===== config.mk =====
export PLATFORM = sky130hd
export DESIGN_NAME = master_burst_tx
export DESIGN_NICKNAME = d
export VERILOG_FILES = /design/src/rtl/master_tx_pkg.sv /design/src/rtl/piso_shift.sv /design/src/rtl/master_burst_tx.sv
export SDC_FILE = /design/constraint.sdc
export NUM_CORES = 1
export LEC_CHECK = 0
export BUFFER_PORTS_ARGS = -buffer_cell sky130_fd_sc_hd__buf_2
export CORE_MARGIN = 10
export CORE_UTILIZATION = 55
export DETAILED_ROUTE_END_ITERATION = 10
export GPL_TIMING_DRIVEN = 0
export PLACE_DENSITY = 0.77
export SETUP_SLACK_MARGIN = 0.3
export SYNTH_ARGS = -nofsm -noshare
export SYNTH_HDL_FRONTEND = slang
export SYNTH_SLANG_ARGS = --single-unit

===== constraint.sdc =====
create_clock -name clk -period 2 [get_ports clk]
set_clock_uncertainty 0.1 [all_clocks]
set_input_delay 0.2 -clock clk [delete_from_list [all_inputs] [get_ports clk]]
set_output_delay 0.2 -clock clk [all_outputs]
set_load 0.02 [all_outputs]

===== src/rtl/master_tx_pkg.sv =====
// Shared definitions for the burst transmit master: FSM state encoding,
// instruction encodings, default parameter values and a small helper.
package master_tx_pkg;

  localparam int DEF_ADDR_W  = 12;
  localparam int DEF_DATA_W  = 8;
  localparam int DEF_BURST_W = 12;
  localparam int DEF_SLV_W   = 2;
  localparam int DEF_TIMEOUT = 64;

  typedef enum logic [2:0] {
    IDLE     = 3'd0,
    REQ      = 3'd1,
    HDR      = 3'd2,
    WAIT_SLV = 3'd3,
    WDATA    = 3'd4,
    RDATA    = 3'd5,
    DONE     = 3'd6
  } state_t;

  // 2'b01 is reserved and behaves like idle.
  typedef enum logic [1:0] {
    INSTR_IDLE  = 2'b00,
    INSTR_RSVD  = 2'b01,
    INSTR_WRITE = 2'b10,
    INSTR_READ  = 2'b11
  } instr_t;

  // Header length is set by the widest of the three serial header fields.
  function automatic int max3(input int a, input int b, input int c);
    int m;
    m = (a > b) ? a : b;
    return (m > c) ? m : c;
  endfunction

endpackage


===== src/rtl/piso_shift.sv =====
// Parallel-in serial-out shift register, LSB first. Load wins over shift;
// zeros are shifted in so the line idles low once the field is exhausted.
module piso_shift #(
  parameter int W = 8
) (
  input  logic         clk,
  input  logic         rst_n,
  input  logic         load,
  input  logic [W-1:0] load_val,
  input  logic         shift_en,
  output logic         sout
);

  logic [W-1:0] sr;

  // Load a new word or shift one bit toward the LSB.
  always_ff @(posedge clk or negedge rst_n) begin
    if (!rst_n) begin
      sr <= '0;
    end else if (load) begin
      sr <= load_val;
    end else if (shift_en) begin
      sr <= sr >> 1;
    end
  end

  assign sout = sr[0];

endmodule


===== src/rtl/master_burst_tx.sv =====
// Burst transmit master: arbitrates for the bus, serialises a header
// (slave select, address, burst count) and then either serialises write
// beats or counts received read beats.
// Optional feature: define MASTER_TX_TIMEOUT_EN to abort when the slave
// does not answer the header within TIMEOUT cycles.
module master_burst_tx
  import master_tx_pkg::*;
#(
  parameter int ADDR_W  = DEF_ADDR_W,
  parameter int DATA_W  = DEF_DATA_W,
  parameter int BURST_W = DEF_BURST_W,
  parameter int SLV_W   = DEF_SLV_W,
  parameter int TIMEOUT = DEF_TIMEOUT
) (
  input  logic               clk,
  input  logic               reset,
  input  logic [1:0]         instruction,
  input  logic [SLV_W-1:0]   slave_select,
  input  logic [ADDR_W-1:0]  address,
  input  logic [BURST_W-1:0] burst_num,
  input  logic [DATA_W-1:0]  data,
  input  logic               busy,
  input  logic               approval_grant,
  input  logic               slave_ready,
  input  logic               rx_done,
  output logic               approval_request,
  output logic               tx_slave_select,
  output logic               tx_address,
  output logic               tx_burst_number,
  output logic               tx_data,
  output logic               master_valid,
  output logic               master_ready,
  output logic               write_en,
  output logic               read_en,
  output logic               data_req,
  output logic               tx_done,
  output logic               tx_err
);

  localparam int HDR_LEN = max3(SLV_W, ADDR_W, BURST_W);
  localparam int HDR_CW  = (HDR_LEN > 1) ? $clog2(HDR_LEN) : 1;
  localparam int BIT_CW  = (DATA_W > 1) ? $clog2(DATA_W) : 1;
  localparam logic [HDR_CW-1:0] HDR_LAST = HDR_CW'(HDR_LEN - 1);
  localparam logic [BIT_CW-1:0] BIT_LAST = BIT_CW'(DATA_W - 1);

  state_t state, state_nxt;

  instr_t             inst_q;
  logic [SLV_W-1:0]   slv_q;
  logic [ADDR_W-1:0]  addr_q;
  logic [BURST_W-1:0] burst_q;

  logic [HDR_CW-1:0]  hdr_cnt;
  logic [BIT_CW-1:0]  bit_cnt;
  // One extra bit so an all-ones burst count (2^BURST_W beats) cannot wrap.
  logic [BURST_W:0]   beat_cnt;

  logic start;
  logic is_write;
  logic is_read;
  logic in_xfer;
  logic last_beat;
  logic bit_first;
  logic beat_inc;
  logic abort;
  logic timeout_hit;

  logic hdr_load;
  logic hdr_shift;
  logic sel_bit;
  logic addr_bit;
  logic burst_bit;
  logic data_bit;

  assign start     = ((instruction == INSTR_WRITE) || (instruction == INSTR_READ)) && !busy;
  assign is_write  = (inst_q == INSTR_WRITE);
  assign is_read   = (inst_q == INSTR_READ);
  assign in_xfer   = (state == HDR) || (state == WAIT_SLV) || (state == WDATA) ||
                     (state == RDATA) || (state == DONE);
  assign bit_first = (bit_cnt == '0);
  assign last_beat = (beat_cnt == {1'b0, burst_q});
  assign beat_inc  = ((state == WDATA) && (bit_cnt == BIT_LAST)) ||
                     ((state == RDATA) && rx_done);

  // State register.
  always_ff @(posedge clk or negedge reset) begin
    if (!reset) begin
      state <= IDLE;
    end else begin
      state <= state_nxt;
    end
  end

  // Capture the transaction descriptor on acceptance; held until IDLE again.
  always_ff @(posedge clk or negedge reset) begin
    if (!reset) begin
      inst_q  <= INSTR_IDLE;
      slv_q   <= '0;
      addr_q  <= '0;
      burst_q <= '0;
    end else if ((state == IDLE) && start) begin
      inst_q  <= instr_t'(instruction);
      slv_q   <= slave_select;
      addr_q  <= address;
      burst_q <= burst_num;
    end
  end

  // Header bit counter, data bit counter within a beat, and beat counter.
  always_ff @(posedge clk or negedge reset) begin
    if (!reset) begin
      hdr_cnt  <= '0;
      bit_cnt  <= '0;
      beat_cnt <= '0;
    end else begin
      hdr_cnt <= (state == HDR) ? hdr_cnt + 1'b1 : '0;
      if (state == WDATA) begin
        bit_cnt <= (bit_cnt == BIT_LAST) ? '0 : bit_cnt + 1'b1;
      end else begin
        bit_cnt <= '0;
      end
      if (state == IDLE) begin
        beat_cnt <= '0;
      end else if (beat_inc) begin
        beat_cnt <= beat_cnt + 1'b1;
      end
    end
  end

`ifdef MASTER_TX_TIMEOUT_EN
  localparam int TO_CW = $clog2(TIMEOUT + 1);
  localparam logic [TO_CW-1:0] TO_LAST = TO_CW'(TIMEOUT - 1);

  logic [TO_CW-1:0] wait_cnt;

  // Count consecutive cycles spent waiting for the slave to accept the header.
  always_ff @(posedge clk or negedge reset) begin
    if (!reset) begin
      wait_cnt <= '0;
    end else begin
      wait_cnt <= (state == WAIT_SLV) ? wait_cnt + 1'b1 : '0;
    end
  end

  assign timeout_hit = (wait_cnt == TO_LAST);
`else
  logic timeout_unused;
  assign timeout_unused = (TIMEOUT != 0);
  assign timeout_hit    = 1'b0;
`endif

  // Next-state and control outputs; losing the grant mid-transfer aborts.
  always_comb begin
    state_nxt        = state;
    approval_request = (state != IDLE);
    write_en         = in_xfer && is_write;
    read_en          = in_xfer && is_read;
    master_valid     = 1'b0;
    master_ready     = 1'b0;
    data_req         = 1'b0;
    tx_done          = 1'b0;
    tx_err           = 1'b0;
    abort            = 1'b0;
    case (state)
      IDLE: begin
        if (start) state_nxt = REQ;
      end
      REQ: begin
        if (approval_grant) state_nxt = HDR;
      end
      HDR: begin
        master_valid = 1'b1;
        if (!approval_grant)          abort     = 1'b1;
        else if (hdr_cnt == HDR_LAST) state_nxt = WAIT_SLV;
      end
      WAIT_SLV: begin
        if (!approval_grant)  abort     = 1'b1;
        else if (slave_ready) state_nxt = is_write ? WDATA : RDATA;
        else if (timeout_hit) abort     = 1'b1;
      end
      WDATA: begin
        master_valid = 1'b1;
        data_req     = bit_first && approval_grant;
        if (!approval_grant)                         abort     = 1'b1;
        else if ((bit_cnt == BIT_LAST) && last_beat) state_nxt = DONE;
      end
      RDATA: begin
        master_ready = 1'b1;
        if (!approval_grant)           abort     = 1'b1;
        else if (rx_done && last_beat) state_nxt = DONE;
      end
      DONE: begin
        tx_done   = 1'b1;
        state_nxt = IDLE;
      end
      default: state_nxt = IDLE;
    endcase
    if (abort) begin
      tx_err    = 1'b1;
      state_nxt = IDLE;
    end
  end

  assign hdr_load  = (state == REQ) && approval_grant;
  assign hdr_shift = (state == HDR);

  piso_shift #(.W(SLV_W)) u_sel_sr (
    .clk      (clk),
    .rst_n    (reset),
    .load     (hdr_load),
    .load_val (slv_q),
    .shift_en (hdr_shift),
    .sout     (sel_bit)
  );

  piso_shift #(.W(ADDR_W)) u_addr_sr (
    .clk      (clk),
    .rst_n    (reset),
    .load     (hdr_load),
    .load_val (addr_q),
    .shift_en (hdr_shift),
    .sout     (addr_bit)
  );

  piso_shift #(.W(BURST_W)) u_burst_sr (
    .clk      (clk),
    .rst_n    (reset),
    .load     (hdr_load),
    .load_val (burst_q),
    .shift_en (hdr_shift),
    .sout     (burst_bit)
  );

  // Bit 0 of a beat goes out straight from the data input in the sample
  // cycle, so only the upper bits are loaded; this keeps beats gap-free.
  piso_shift #(.W(DATA_W)) u_data_sr (
    .clk      (clk),
    .rst_n    (reset),
    .load     (data_req),
    .load_val ({1'b0, data[DATA_W-1:1]}),
    .shift_en ((state == WDATA) && !bit_first),
    .sout     (data_bit)
  );

  assign tx_slave_select = hdr_shift & sel_bit;
  assign tx_address      = hdr_shift & addr_bit;
  assign tx_burst_number = hdr_shift & burst_bit;
  assign tx_data         = (state == WDATA) & (bit_first ? data[0] : data_bit);

endmodule


==> impl_metrics.ini, run 1 <==
[outcome]
status = finished, final reports clean

[drt]
first_pass_iters = 5
final_antenna_net_count = 0
wirelength_mm = 11.0
wl_per_cell_um = 18.5
via_count = 3268
vias_per_cell = 5.48
dr.first_iter.drc_count = 232
drcViolationCount = 0

[power_and_ir_drop]
powerDensity_nw_per_um2 = 1250
power.total_uw = 7100
ir_worst_vdd_mv = 0.949
cellLeakagePower_uw = 0.00278

[sta]
min_period_ns = 1.96
grt_setup_unrepaired = true
setup_viol = 0
period_share_pct = 98.1
clock.fmax_mhz = 510
slew_headroom_pct = 72.7
slew_viol_final = 0
tightest_slew_ns = 0.404
finalHoldViolCount = 0

[logic_synthesis]
ys_ff_latch = 84
syn_inst = 355
yosys.cell_types.count = 42
synth_top_area_share_pct = 52.6
ys_seq_area_share_pct = 52.6
ys_warn_count = 0
syn_area_um2 = 4000
yosys.area.top_type = dfrtp_1
avgSynthCellArea_um2 = 11.3
syn_nets = 402
synth_area_leaders = dfrtp_1 (53%), mux2_4 (7.1%), mux2i_1 (5.3%)

[clock_tree]
clock-root-buffer = clkbuf_8
cts_buffers = 9
clockBufferDepth = 2
cts_sinks = 84
insertion_delay_ns = 0.35
cts_tree = yes
htreeDepth = 3
clk_pin_slew_ns = 0.09

[place]
numPortBuffers = 53
place_congestion = 0.823
dpl_cell_area_um2 = 4440
hpwl_mm = 6.21
post-place-cells = 508

[floorplan]
die_area_um2 = 11100
die_h_um = 105
io_pins = 54
die-width_um = 105
initial_core_util_pct = 55.7
core-area_um2 = 7180
rows = 31

[worst_setup_path]
critPathBufInv = 4
cp_common_cell = buf_6
crit_arrival_ns = 2.07
rr_worst_depth = 8
required_ns = 2.11
cp-end-kind = flip-flop
timing.rr.start = state[0]
start_kind = flip-flop
slowest_delay_ns = 0.38
crit-reg2reg-capture = state[0]
path_delay_family = compound AO/OA/AOI/OAI gates
crit_slowest_cell = dfrtp_1
cp_max_fo = 6
critPathKind = flip-flop to flip-flop
path_cells = buf_6 > buf_6 > buf_8 > buf_6 > o21ai_0 > o32ai_1 > a22oi_1 > o21ai_0
r2r_slack_ns = 0.04

[min_path]
hp-class = primary input to flip-flop
hold_depth = 3
hold_start = data[6]
hold_end = u_data_sr.sr[5]

[grt]
gr-total-overflow = 0
antenna_found_initial = 1
grt_first_pass_wirelength_mm = 16.8
grt_pass1_vias = 3402
grt_max_degree = 61
grt_usage_pct = 18.7

[finish]
fin_cells = 596
drive_gt1_share_pct = 37.7
layout.cell_area.non_filler_um2 = 5660
areaGrowthSynthToFinish_pct = 41.7
final_core_util_pct = 78.9
fin_nets = 538
fillers = 416

[run]
cap_violations = 0
## where the power goes
group / switching (uW) / total (uW) / internal [uW]
sequential: 493 / 2810 / 2310
clock: 631 / 1250 / 617
combinational: 1330 / 3040 / 1710
total: 2460 / 7100 / 4640
## metrics by stage
stage	setup TNS (ns)	setup WS, ns	hold WS (ns)
CTS	0	0.0668	0.0412
finish	0	0.0381	0.0484
floorplan	0	0.195	-0.196
global placement	-1.76	-0.169	0.321
detailed placement	0	0.0510	0.0394
global route	-0.0881	-0.0310	0.0602
## cell type report
| cell class | instances | area [um^2] | area share [%] |
|---|---|---|---|
| flip-flops and latches | 84 | 2100 | 37.2 |
| repair buffers | 125 | 1070 | 18.9 |
| clock inverters | 5 | 60.1 | 1.06 |
| plain buffers | 17 | 191 | 3.38 |
| diodes | 1 | 2.50 | 0.0442 |
| clock buffers | 11 | 141 | 2.50 |
| well taps | 99 | 124 | 2.19 |
| inverters | 8 | 30.0 | 0.530 |
| multi-input cells | 246 | 1940 | 34.2 |
## sequential cells by signal (all words and copies together) (netlist names)
signal,count
u_sel_sr.sr,2
addr_q,12
u_addr_sr.sr,12
beat_cnt,13
u_data_sr.sr,7
u_burst_sr.sr,12
inst_q,2
state,3
burst_q,12
hdr_cnt,4
slv_q,2
bit_cnt,3
## worst max path at each step
| stage | start | slack [ns] | to | cells past startpoint |
|---|---|---|---|---|
| final | state[0] | 0.04 | state[0] | 8 |
| after global routing | bit_cnt[0] | -0.03 | state[0] | 7 |
| after CTS | bit_cnt[0] | 0.07 | data_req | 7 |
| after detailed placement | bit_cnt[0] | 0.05 | data_req | 7 |
| after global placement | reset | -0.17 | state[1] | 1 |
| after floorplan | state[1] | 0.20 | addr_q[0] | 6 |
## cells in the mapped netlist, drive strengths merged
cell and number:
mux2 27, a221o 1, o2bb2ai 1, or2 1, xor2 17, o21ai 23
a22oi 5, o32ai 1, o22ai 6, and3 6, and2 6, nor3 7
o31ai 1, buf 9, nor2b 3, a22o 3, or4 1, clkbuf 8
ha 5, nand2 36, a21oi 10, o211ai 1, nor4bb 1, xnor2 9
nand4b 1, mux2i 21, nor4 4, dfrtp 84, nand4 3, nor2 32
inv 8, nand2b 4, nand3 10
## worst register-to-register path, cell delays in order, from the launching register on
cell and delay [ns]:
dfrtp_1 0.38, buf_6 0.15, buf_6 0.12, buf_8 0.11, buf_6 0.12, o21ai_0 0.32
o32ai_1 0.17, a22oi_1 0.21, o21ai_0 0.14
## placed cells by master (no fill, tap or decap), types with 4 or more instances in the layout
master,n
xnor2_1,9
a22oi_1,5
nand3_1,9
dlygate4sd3_1,29
buf_4,30
nor3_1,4
a21oi_1,8
mux2_4,27
buf_2,41
dfrtp_1,82
xor2_1,17
and2_4,4
and3_1,6
buf_8,6
nor2_4,5
ha_1,4
o21ai_1,4
nand2_1,32
buf_6,25
inv_1,7
mux2i_1,20
nor2_1,26
clkbuf_8,10
o21ai_0,19
o22ai_1,6
## timing repair
| item | in CTS | in global routing |
|---|---|---|
| pin swaps | 10 | 9 |
| gates resized for setup | 67 | 44 |
| hold endpoints to repair | 52 | 0 |
| setup buffers | 22 | 18 |
| setup endpoints to repair | 75 | 80 |
| hold buffers | 29 | 0 |
| gates cloned | 2 | 0 |
## kinds of logic after synthesis
| family | Yosys count | share of synthesized area (%) |
|---|---|---|
| mux | 48 | 14.7 |
| xor+xnor | 26 | 5.70 |
| fa+ha+maj | 5 | 1.57 |
| simple gates | 115 | 14.3 |
| flops | 84 | 52.6 |
| compound gates | 52 | 7.74 |
| buf+inv | 25 | 3.48 |
## layer usage
layer | vias to the layer above | GRT usage [%] | share of wire, %
li1 | 1498 | - | -
met1 | 1654 | 22.4 | 41
met2 | 100 | 31.2 | 52
met3 | 16 | 4.57 | 4.6
met4 | 0 | 8.63 | 1.7
met5 | - | 0 | 0
No activity file was read; power rests on OpenSTA's default activity.
==> run 2: changes to the inputs <==
--- a/config.mk
+++ b/config.mk
@@ -6,11 +6,13 @@
 export NUM_CORES = 1
 export LEC_CHECK = 0
 export BUFFER_PORTS_ARGS = -buffer_cell sky130_fd_sc_hd__buf_2
+export CELL_PAD_IN_SITES_DETAIL_PLACEMENT = 1
+export CELL_PAD_IN_SITES_GLOBAL_PLACEMENT = 2
 export CORE_MARGIN = 10
-export CORE_UTILIZATION = 55
+export CORE_UTILIZATION = 38
 export DETAILED_ROUTE_END_ITERATION = 10
 export GPL_TIMING_DRIVEN = 0
-export PLACE_DENSITY = 0.77
+export PLACE_DENSITY_LB_ADDON = 0.1
 export SETUP_SLACK_MARGIN = 0.3
 export SYNTH_ARGS = -nofsm -noshare
 export SYNTH_HDL_FRONTEND = slang
==> run 2 against run 1 <==
  * Non-clock buffer count up 12
  * Total power grew 3.3%
  * Clock power is essentially flat
  * Setup slack improved by 0.0086 ns
  * Flip-flop and latch count unchanged
  * Global-route usage shrank 3.5 points
  * Critical path type is now flip-flop to primary output
  * Utilization shrank 20 points
  * Die area up 36%
==> impl_metrics.ini, run 2 (same netlist as run 1, synthesis figures left out) <==
[worst_setup_path]
required_ns = 1.70
cp-end-kind = primary output
cp_max_fo = 3
start_kind = flip-flop
critPathKind = flip-flop to primary output
crit_arrival_ns = 1.65

[grt]
met1_usage_pct = 18.7
antenna_found_initial = 0
grt_usage_pct = 15.3
met3_usage_pct = 2.53
gr-total-overflow = 0
grt_max_degree = 62
grt_first_pass_wirelength_mm = 18.1
grt_pass1_vias = 3408
gr-max-usage-layer = met2
use_met2_pct = 27.1

[clock_tree]
cts_buffers = 9
cts_sinks = 84
clockBufferDepth = 2
cts_tree = yes
insertion_delay_ns = 0.36
clk_pin_slew_ns = 0.09
htreeDepth = 3
clock-root-buffer = clkbuf_8

[power_and_ir_drop]
power.total_uw = 7330
cellLeakagePower_uw = 0.00288
powerDensity_nw_per_um2 = 1210
ir_worst_vdd_mv = 0.521

[floorplan]
die_area_um2 = 15000
rows = 37
die-width_um = 123
io_pins = 54
die_h_um = 123
initial_core_util_pct = 38.9
core-area_um2 = 10300

[finish]
layout_common_cells = dfrtp_1 (82), buf_2 (41), buf_6 (37)
top_register = beat_cnt
n_antenna_cell = 0
fin_cells = 644
fin_nets = 550
drive_gt1_share_pct = 42.9
areaGrowthSynthToFinish_pct = 51.2
largest_register_ffs = 13
final_common_cell = dfrtp_1
fillers = 1074

[drt]
via_count = 3213
wirelength_mm = 12.1
drcViolationCount = 0
first_pass_iters = 6
final_antenna_net_count = 0
vias_per_cell = 4.99
dr.first_iter.drc_count = 105
wl_per_cell_um = 18.8

[sta]
finalHoldViolCount = 0
period_share_pct = 97.7
min_period_ns = 1.95
setup_viol = 0
setup_slack_ns = 0.0467
tightest_slew_ns = 0.390
clock.fmax_mhz = 512
slew_viol_final = 0
holdWs_ns = 0.0134
grt_setup_unrepaired = true
slew_headroom_pct = 73.6

[run]
cap_violations = 0

[place]
place_ws_ns = -0.0740
hpwl_mm = 6.98
numPortBuffers = 53
post-place-cells = 545
place_congestion = 0.805

[outcome]
status = finished, final reports clean

[min_path]
hp-class = primary input to flip-flop
## run 2: worst max-delay path: stages, from the launching register on
cell     delay (ns)
dfrtp_1        0.41
inv_1          0.06
ha_1           0.14
nor2b_4        0.15
buf_8          0.12
mux2i_1        0.20
nor2_1         0.07
buf_4          0.16
## run 2: area by class of cell
cell class                      instances  area, um^2  share of cell area (%)
Multi-Input combinational cell        246        2090                    34.5
Tap cell                              136         170                    2.82
Timing Repair Buffer                  137        1230                    20.4
Inverter                                8        30.0                   0.497
Sequential cell                        84        2100                    34.8
Clock inverter                          6        71.3                    1.18
Clock buffer                           10         128                    2.11
Buffer                                 17         218                    3.60
## run 2: where the power goes
part	internal (uW)	switching [uW]	total (uW)	leakage, uW
Sequential	2310	487	2800	0.00105
Combinational	1840	1410	3250	0.00174
Clock	592	687	1280	0.0000939
## run 2: final timing paths
kind,start,end,slack (ns),cells past startpoint
setup / recovery,bit_cnt[0],tx_data,0.05,7
min in group asynchronous,reset,state[0],0.18,2
hold reg to reg,hdr_cnt[0],hdr_cnt[0],0.37,1
hold / removal,burst_num[2],burst_q[2],0.01,2
setup reg to reg,bit_cnt[0],state[0],0.06,8
max in group asynchronous,reset,u_burst_sr.sr[9],0.99,3
## run 2: what timing repair did
action                                  in CTS  in global routing
cloned                                       1                  2
gates resized for setup                     68                 95
endpoints found under the setup margin      84                 75
pin swaps                                   12                 35
hold endpoints to repair                    50                  0
hold buffers                                28                  0
setup buffers                               33                 19
## run 2: through the flow
| stage | setup TNS [ns] | utilization (%) | cell area (um^2) |
|---|---|---|---|
| after floorplan | 0 | - | 4020 |
| after global placement | -15.46 | 43.4 | 4460 |
| after detailed placement | -0.506 | 43.7 | 4490 |
| after CTS | 0 | 53.5 | 5500 |
| after global routing | -0.0598 | 58.8 | 6040 |
| final | 0 | 58.8 | 6040 |
## run 2: metal layers
metal / routed length, um / up-vias
li1: - / 1523
met1: 5210 / 1612
met2: 6390 / 56
met3: 341 / 22
met4: 181 / 0
met5: 0 / -
==> run 3: changes to the inputs <==
--- a/config.mk
+++ b/config.mk
@@ -6,13 +6,10 @@
 export NUM_CORES = 1
 export LEC_CHECK = 0
 export BUFFER_PORTS_ARGS = -buffer_cell sky130_fd_sc_hd__buf_2
-export CELL_PAD_IN_SITES_DETAIL_PLACEMENT = 1
-export CELL_PAD_IN_SITES_GLOBAL_PLACEMENT = 2
 export CORE_MARGIN = 10
-export CORE_UTILIZATION = 38
+export CORE_UTILIZATION = 55
 export DETAILED_ROUTE_END_ITERATION = 10
-export GPL_TIMING_DRIVEN = 0
-export PLACE_DENSITY_LB_ADDON = 0.1
+export PLACE_DENSITY = 0.77
 export SETUP_SLACK_MARGIN = 0.3
 export SYNTH_ARGS = -nofsm -noshare
 export SYNTH_HDL_FRONTEND = slang
==> run 3 against run 2 <==
  * Total power fell by 6.5%
  * Die area fell by 26%
  * Cell area down 7.1%
  * Via count grew 1.5%
  * Routed wire length down 10%
  * Critical path type unchanged
  * Critical endpoint unchanged
==> impl_metrics.ini, run 3 (same netlist as run 1, synthesis figures left out) <==
[outcome]
status = finished, final reports clean

[place]
place_congestion = 0.853
hpwl_mm = 5.84
dpl_cell_area_um2 = 4440
numPortBuffers = 53

[grt]
grt_pass1_vias = 3231
antenna_found_initial = 0
grt_max_degree = 58
grt_first_pass_wirelength_mm = 15.7
gr-total-overflow = 0
grt_usage_pct = 17.2

[floorplan]
die_area_um2 = 11100
initial_core_util_pct = 55.7
rows = 31
core-area_um2 = 7180
die-width_um = 105
die_h_um = 105
io_pins = 54

[clock_tree]
clock-root-buffer = clkbuf_8
insertion_delay_ns = 0.37
clockBufferDepth = 2
cts_tree = yes
htreeDepth = 3
clk_pin_slew_ns = 0.09
cts_buffers = 9
cts_sinks = 84

[run]
cap_violations = 0

[sta]
finalHoldViolCount = 0
min_period_ns = 1.92
period_share_pct = 96.0
grt_setup_unrepaired = true
slew_headroom_pct = 75.0
slew_viol_final = 0
setup_viol = 0
clock.fmax_mhz = 521
holdWs_ns = 0.0378
tightest_slew_ns = 0.375

[power_and_ir_drop]
ir_worst_vdd_mv = 0.895
powerDensity_nw_per_um2 = 1220
cellLeakagePower_uw = 0.00268
power.total_uw = 6850

[finish]
largest_register_ffs = 13
layout.cell_area.non_filler_um2 = 5610
top_register = beat_cnt
final_core_util_pct = 78.2
n_antenna_cell = 0
layout_common_cells = dfrtp_1 (80), buf_2 (41), buf_4 (34)
fin_nets = 531
areaGrowthSynthToFinish_pct = 40.5
drive_gt1_share_pct = 39.1
final_common_cell = dfrtp_1

[drt]
via_count = 3261
wl_per_cell_um = 18.5
wirelength_mm = 10.9
dr.first_iter.drc_count = 177
first_pass_iters = 5
vias_per_cell = 5.55
drcViolationCount = 0
final_antenna_net_count = 0

[worst_setup_path]
slowest_delay_ns = 0.41
crit_slowest_cell = dfrtp_1
cp-startpoint = bit_cnt[0]
critPathKind = flip-flop to primary output
crit-reg2reg-capture = beat_cnt[6]
endpoint = tx_data
path_cells = inv_1 > ha_2 > nor2b_4 > mux2i_1 > nor2_1 > buf_4
start_kind = flip-flop
path_delay_family = flip-flops
required_ns = 1.70
critPathBufInv = 2
rr_worst_depth = 8
cp-end-kind = primary output
timing.rr.start = bit_cnt[0]
crit_arrival_ns = 1.62
cp.depth = 6
cp_max_fo = 4
r2r_slack_ns = 0.09

[min_path]
hp-class = primary input to flip-flop
hold_start = data[4]
==> run 3: worst min path at each step <==
stage / end / slack, ns / depth (start not counted)
after floorplan: addr_q[0] / -0.20 / 0
after global placement: u_data_sr.sr[4] / 0.04 / 1
after detailed placement: u_data_sr.sr[3] / 0.05 / 1
after CTS: u_data_sr.sr[5] / 0.02 / 3
after global routing: u_data_sr.sr[3] / 0.03 / 3
final: u_data_sr.sr[3] / 0.04 / 3
==> run 3: through the flow <==
step | cells | TNS, ns | setup slack [ns]
2_1_floorplan | 355 | 0 | 0.195
3_3_place_gp | 504 | 0 | 0.247
5_1_grt | 588 | -0.0319 | -0.0319
6_report | 588 | 0 | 0.0797
3_5_place_dp | 504 | 0 | 0.211
4_1_cts | 566 | 0 | 0.131
==> run 3: cell type report <==
| cell class | count | area (um^2) |
|---|---|---|
| clock buffer | 11 | 141 |
| sequential | 84 | 2110 |
| tap | 99 | 124 |
| inverter | 8 | 30.0 |
| timing repair buffer | 135 | 1180 |
| multi-input combinational | 246 | 1970 |
| fill | 392 | 1560 |
| clock inverter | 5 | 60.1 |
==> run 3: where the power goes <==
part | switching (uW) | internal, uW | total (uW)
logic | 1260 | 1510 | 2770
registers | 507 | 2320 | 2820
clock network | 636 | 616 | 1250
total | 2400 | 4450 | 6850
==> run 3: layer usage <==
| metal | global-route usage (%) | wire length [um] | vias up | share of wire [%] |
|---|---|---|---|---|
| met5 | 0 | 0 | - | 0 |
| met4 | 6.18 | 252 | 0 | 2.3 |
| met3 | 5.72 | 718 | 24 | 6.6 |
| met2 | 28.2 | 5630 | 124 | 52 |
| met1 | 20.6 | 4290 | 1623 | 39 |
| li1 | - | - | 1490 | - |
==> run 3: tightest hold or removal path: cells and delay by family <==
family | cells | cell delay [ns]
AO/OA/AOI/OAI | 2 | 0.19
buffers and inverters | 1 | 0.08
==> run 3: repair_timing <==
item	CTS	global route
pin swaps	11	20
resized for setup	44	43
hold endpoints to repair	55	0
hold buffers	29	0
gates cloned	1	4
endpoints found under the setup margin	80	75
buffers inserted	16	18
